File: src/rtl/cby_param_cfg_frame.sv
// Parametrised Y-channel connection block: channel pass-through plus per-pin muxes
// whose selects live in shadow/active register banks loaded through a valid/ready port.
module cby_param_cfg_frame #(
  parameter int CHAN_W   = 9,
  parameter int N_IPIN   = 10,
  parameter int MUX_SIZE = 6,
  parameter int STRIDE   = 4,
  parameter int SEL_W    = $clog2(MUX_SIZE),
  parameter int ADDR_W   = $clog2(N_IPIN)
) (
  input  logic              prog_clk,
  input  logic              pReset,
  input  logic [CHAN_W-1:0] chany_bottom_in,
  input  logic [CHAN_W-1:0] chany_top_in,
  output logic [CHAN_W-1:0] chany_bottom_out,
  output logic [CHAN_W-1:0] chany_top_out,
  output logic [N_IPIN-1:0] ipin_out,
  input  logic              cfg_valid,
  output logic              cfg_ready,
  input  logic              cfg_we,
  input  logic [ADDR_W-1:0] cfg_addr,
  input  logic [SEL_W-1:0]  cfg_wdata,
  input  logic              cfg_commit,
  output logic              cfg_rvalid,
  output logic [SEL_W-1:0]  cfg_rdata,
  output logic              cfg_err,
  output logic              cfg_done,
  output logic              active_valid
);

  localparam int MUX_PAD = 1 << SEL_W;

  typedef enum logic [1:0] {
    ST_IDLE   = 2'd0,
    ST_COMMIT = 2'd1,
    ST_DONE   = 2'd2
  } state_t;

  state_t state_r, state_s;

  logic [SEL_W-1:0]   shadow_r [N_IPIN];
  logic [SEL_W-1:0]   active_r [N_IPIN];
  logic               active_valid_r;
  logic               rvalid_r;
  logic               err_r;
  logic [SEL_W-1:0]   rdata_r;
  logic               accept_s;
  logic               addr_ok_s;
  logic               wdata_ok_s;
  logic [MUX_PAD-1:0] mux_in_s [N_IPIN];
  logic [N_IPIN-1:0]  ipin_s;

  assign accept_s   = cfg_valid & (state_r == ST_IDLE);
  assign addr_ok_s  = (int'(cfg_addr) < N_IPIN);
  assign wdata_ok_s = (int'(cfg_wdata) < MUX_SIZE);

  assign chany_top_out    = chany_bottom_in;
  assign chany_bottom_out = chany_top_in;

  assign cfg_ready    = (state_r == ST_IDLE);
  assign cfg_done     = (state_r == ST_DONE);
  assign cfg_rvalid   = rvalid_r;
  assign cfg_rdata    = rdata_r;
  assign cfg_err      = err_r;
  assign active_valid = active_valid_r;

  // Commit sequencer next-state: a commit is only taken from IDLE, never queued.
  always_comb begin
    state_s = state_r;
    case (state_r)
      ST_IDLE: begin
        if (cfg_commit) begin
          state_s = ST_COMMIT;
        end else begin
          state_s = ST_IDLE;
        end
      end
      ST_COMMIT: state_s = ST_DONE;
      ST_DONE:   state_s = ST_IDLE;
      default:   state_s = ST_IDLE;
    endcase
  end

  // State, configuration banks and response registers.
  always_ff @(posedge prog_clk) begin
    if (pReset) begin
      state_r        <= ST_IDLE;
      active_valid_r <= 1'b0;
      rvalid_r       <= 1'b0;
      err_r          <= 1'b0;
      rdata_r        <= '0;
      for (int p = 0; p < N_IPIN; p++) begin
        shadow_r[p] <= '0;
        active_r[p] <= '0;
      end
    end else begin
      state_r  <= state_s;
      rvalid_r <= accept_s & ~cfg_we;
      // Rejected requests are still consumed; only the error pulse marks them.
      err_r    <= accept_s & ~(addr_ok_s & (~cfg_we | wdata_ok_s));
      if (accept_s & cfg_we & addr_ok_s & wdata_ok_s) begin
        shadow_r[cfg_addr] <= cfg_wdata;
      end
      if (accept_s & ~cfg_we) begin
        rdata_r <= addr_ok_s ? shadow_r[cfg_addr] : '0;
      end
      if (state_r == ST_COMMIT) begin
        for (int p = 0; p < N_IPIN; p++) begin
          active_r[p] <= shadow_r[p];
        end
        active_valid_r <= 1'b1;
      end
    end
  end

  // Mux input k of pin p taps track (p + (k/2)*STRIDE) mod CHAN_W; even k from below, odd from above.
  always_comb begin
    for (int p = 0; p < N_IPIN; p++) begin
      mux_in_s[p] = '0;
      for (int k = 0; k < MUX_SIZE; k++) begin
        mux_in_s[p][k] = ((k % 2) == 1) ? chany_top_in[(p + (k / 2) * STRIDE) % CHAN_W]
                                        : chany_bottom_in[(p + (k / 2) * STRIDE) % CHAN_W];
      end
      ipin_s[p] = mux_in_s[p][active_r[p]];
    end
  end

  assign ipin_out = active_valid_r ? ipin_s : {N_IPIN{1'b0}};

endmodule

File: config.mk
export PLATFORM = sky130hd
export DESIGN_NAME = cby_param_cfg_frame
export DESIGN_NICKNAME = d
export VERILOG_FILES = /design/src/rtl/cby_param_cfg_frame.sv
export SDC_FILE = /design/constraint.sdc
export NUM_CORES = 1
export LEC_CHECK = 0
export CAP_MARGIN = 20
export CORE_ASPECT_RATIO = 0.5
export CORE_UTILIZATION = 42
export CTS_BUF_LIST = sky130_fd_sc_hd__clkbuf_8
export CTS_CLUSTER_DIAMETER = 60
export CTS_CLUSTER_SIZE = 25
export DETAILED_ROUTE_END_ITERATION = 10
export MAX_ROUTING_LAYER = met4
export PLACE_DENSITY = 0.71
export SYNTH_ARGS = -nofsm -noshare
export SYNTH_HDL_FRONTEND = slang
export SYNTH_SLANG_ARGS = --single-unit
File: constraint.sdc
create_clock -name prog_clk -period 3 [get_ports prog_clk]
set_input_delay 0.3 -clock prog_clk [delete_from_list [all_inputs] [get_ports prog_clk]]
set_output_delay 0.3 -clock prog_clk [all_outputs]
set_load 0.01 [all_outputs]
Yosys cells after proc, flatten, opt, wreduce, memory -nomap -nowiden:

Memories as Yosys holds them, arrays and structs flattened.
Cells that the tools add are included.

* bits in writable memories: 60
* memories kept: 2
* output and inout port bits: 36
* bits of input ports: 30
* bits in registers: 8

* equal/unequal tests: 2
* $lt $le $gt $ge: 12
* bitwise logic cells: 20
* reductions and logical operators: 2
* mux-type cells: 45

Memory list
* active_r: words 10, bits a word 3, rd ports 10, clocked after memory_dff 0, write ports 10, line 42 `logic [SEL_W-1:0] active_r [N_IPIN];`
* shadow_r: words 10, bits a word 3, rd ports 11, clocked after memory_dff 0, write ports 10, line 41 `logic [SEL_W-1:0] shadow_r [N_IPIN];`

Operators with widths (number)
* $lt 3x4->1 const B: 10
* $mux 3: 12
* $bmux 1 s3: 10
* $mux 1: 20
* $or 1x1->1: 11
* $mux 10: 1
* $and 1x1->1: 7
* $lt 4x4->1 const B: 1
* $mux 4: 1
* $pmux 2 s2: 1
* $lt 3x3->1 const B: 1
* $reduce_or 3->1: 1
* $eq 2x1->1 const B: 1
* $eq 2x2->1 const B: 1
* $logic_not 2->1: 1
* $not 1->1: 2

Logic depth before layout (Yosys ltp):

* depth after elaboration: 10
* gate-level depth with buffers: 5

Worst setup path after synthesis:

No wires, ideal clock.

* kind: input to register
* start: in cfg_addr[0]
* end: mem shadow_r[5][0] (netlist name) (enable)
* data required time: 2.656 ns
* cell stages on the path: 5
* data arrival time: 1.467 ns
* path slack: 1.189 ns
* path through: clkbuf_1 -> buf_2 -> nor2b_1 -> nand2_1 -> o21ai_0

RTL lines
* start: declaration: line 21 `input logic [ADDR_W-1:0] cfg_addr,`
* end: declaration: line 41

Worst setup path after layout:

* start: in chany_bottom_in[4]
* end: out ipin_out[9]

* cells in the longest elaborated chain, start to end: 3

RTL lines
* start: declaration: line 13 `input logic [CHAN_W-1:0] chany_bottom_in,`
* $bmux 1 s3: line 124 `ipin_s[p] = mux_in_s[p][active_r[p]];`
* $mux 1 (implied by the code): line 124
* $mux 10: line 128 `assign ipin_out = active_valid_r ? ipin_s : {N_IPIN{1'b0}};`
* end: declaration: line 17 `output logic [N_IPIN-1:0] ipin_out,`

Every way passes these cells. The select of a mux whose other input is x is not followed.

==> metrics.yaml <==
status: "finished, final reports clean"
drt-initial-drc-count: 183
ant_nets: 0
nets: 357
final_common_cell: "clkdlybuf4s50_1"
rsz0062_at_grt: "no"
slowest_delay_ns: 0.51
final_cell_mix: "clkdlybuf4s50_1, edfxtp_1, and2_1"
postPlaceCellArea_sq_mm: 0.00418
insertion_delay_ns: 0.35
crit_buf_inv: 2
yosysSeqAreaShare_pct: 55.8
max_freq_ghz: 0.417
cts_buffers: 9
setup.worst_path.start: "chany_bottom_in[4]"
setup_viol: 0
synth_flop_cell: "edfxtp_1"
slew_violations: 0
n_antenna_cell: 0
post_cts_resized: 0
cpLargestDelayFamily: "buffers and inverters"
die_height_um: 66.7
grt_usage_pct: 19.3
num_rows: 23
required_ns: 2.70
r2r_start: "state_r[0]"
cts-root-buf: "clkbuf_8"
die_x_um: 131
syn_nets: 303
clock_sinks: 68
grt_max_degree: 32
grt_overflow: 0
drc: 0
drt_wl_total_mm: 7.79
peakVddDrop_mv: 0.237
syn-mean-instance-area_sq_um: 12.9
firstDrtPassIters: 4
synth_cells: 273
worstSetupPathType: "input pin to output pin"
hold_path.startpoint: "cfg_rdata[2]"
syn_area_sq_mm: 0.00351
core_sq_mm: 0.00806
vias_per_cell: 5.38
fin_tns_setup_ns: 0
ys_ff_latch: 68
powerDensity_mw_per_mm2: 471
cp-start-kind: "input pin"
die-area_sq_mm: 0.00876
ys.warnings.count: 0
antenna_found_initial: 0
cts_htree_levels: 3
synth_top_area_share_pct: 51.3
async_reset_ff_share_pct: 0
yosysUniqueCellTypes: 31
power_leakage_nw: 1.52
slew_headroom_pct: 64.3
max_cap_viol_count: 0
cp-end-kind: "output pin"
final_layout_size_suffix_gt1_share_pct: 12.0
post_drt_wl_per_cell_um: 17.5
finClkSkew_ns: 0.0114
tightest_slew_ns: 0.534
hold_end: "cfg_rdata[2]"
start_util_pct: 43.6
reg2reg_slack_ns: 1.10
cts_setup_buffers: 0
ctsHoldBuffers: 0
portBuffers: 65
hold_depth: 2
crit_path_frequent_cell: "clkdlybuf4s50_1"
synth-edff-count: 60
hp-class: "flip-flop to flip-flop"
hold_violations: 0
fin_crit_ns: 2.40
crit_chain: "clkdlybuf4s50_1 -> mux4_2 -> nor2b_1 -> o21a_1 -> clkdlybuf4s50_1"
grt_pass1_wl_mm: 12.1
clockBufferDepth: 2
synthTopCellsByArea: "edfxtp_1, mux4_2, and2_1, dfxtp_1, mux2i_1"
path_max_fanout: 5
io_pins: 66
timing.rr.end: "shadow_r[0][1]"
vias: 2390
crit_path_top_delay_cell: "mux4_2"
timing.final.crit_share_pct: 80.0
grt_pass1_vias: 2320
area_growth_pct: 24.0
arrival_ns: 2.10
tritoncts: "yes"
synth_top_cell_by_area: "edfxtp_1"
hpwl_mm: 5.76
clk_pin_slew_ns: 0.07
fin_area_sq_mm: 0.00436
r2r.worst_path.cells: 3
routabilityCongestion: 0.839
## worst min-delay path, cell delays in order (launching register included)
cell	delay, ns
dfxtp_1	0.33
nand3_1	0.07
o221ai_1	0.07
## stage by stage
stage               std cells  hold WS, ns  power (mW)  utilization (%)  setup slack [ns]
finish                    444        0.502        2.05             54.1             0.601
global route              444        0.538        2.12             54.1             0.529
CTS                       444        0.506        2.05             54.1             0.604
detailed placement        428        0.479        1.41             51.9             0.609
global placement          428        0.478        1.41             51.9             0.596
floorplan                 273        0.372        1.28                -              1.19
## metal layers
metal,global-route usage [%],vias to the layer above,part of all wire (%)
met5,-,-,0
met4,9.30,0,1.9
met3,5.48,13,7.8
met2,29.2,101,45
met1,24.3,1152,45
li1,-,1124,-
## how the worst max path moves through the flow
stage                     endpoint  depth (start not counted)
floorplan           shadow_r[5][0]                          5
global placement       ipin_out[4]                          5
detailed placement     ipin_out[9]                          5
CTS                    ipin_out[9]                          5
global route           ipin_out[9]                          5
finish                 ipin_out[9]                          5
## sequential cells by signal, indices dropped and copies added (netlist names)
| name | flops |
|---|---|
| active_r | 30 |
| shadow_r | 30 |
| cfg_rdata | 3 |
| state_r | 2 |
| active_valid | 1 |
| cfg_err | 1 |
| cfg_rvalid | 1 |
## cell families after synthesis
| kind of cell | Yosys count | share of synthesized area, % |
|---|---|---|
| AO/OA/AOI/OAI | 27 | 5.16 |
| buffers and inverters | 34 | 5.59 |
| flip-flops | 68 | 55.8 |
| multiplexers | 32 | 14.8 |
| AND/OR/NAND/NOR | 112 | 18.6 |
## final cells by class
cell class                      count  area, sq um
Multi-Input combinational cell    171         1360
Fill cell                         677         3700
Tap cell                          112          140
Timing Repair Buffer               73          711
Clock inverter                      5         21.3
Inverter                            4         15.0
Clock buffer                       11          151
Sequential cell                    68         1960
## report_power, final
| group | total [mW] | internal (mW) | switching [mW] |
|---|---|---|---|
| combinational | 0.280 | 0.155 | 0.126 |
| sequential | 1.11 | 1.08 | 0.0371 |
| clock | 0.658 | 0.333 | 0.325 |
## cell usage after synthesis, types with 2 or more instances
cell type / number
edfxtp_1: 60
and2_1: 30
nor3_1: 27
buf_4: 18
mux2i_1: 16
mux4_2: 16
nor2b_1: 13
nor3b_1: 11
o21a_1: 10
o21ai_0: 10
clkbuf_1: 9
dfxtp_1: 8
nand2_1: 8
nor2_1: 8
nand3_1: 7
clkinv_1: 3
o221ai_1: 3
buf_1: 2
or4b_4: 2
Note: power is estimated with default switching activity, not from simulation.
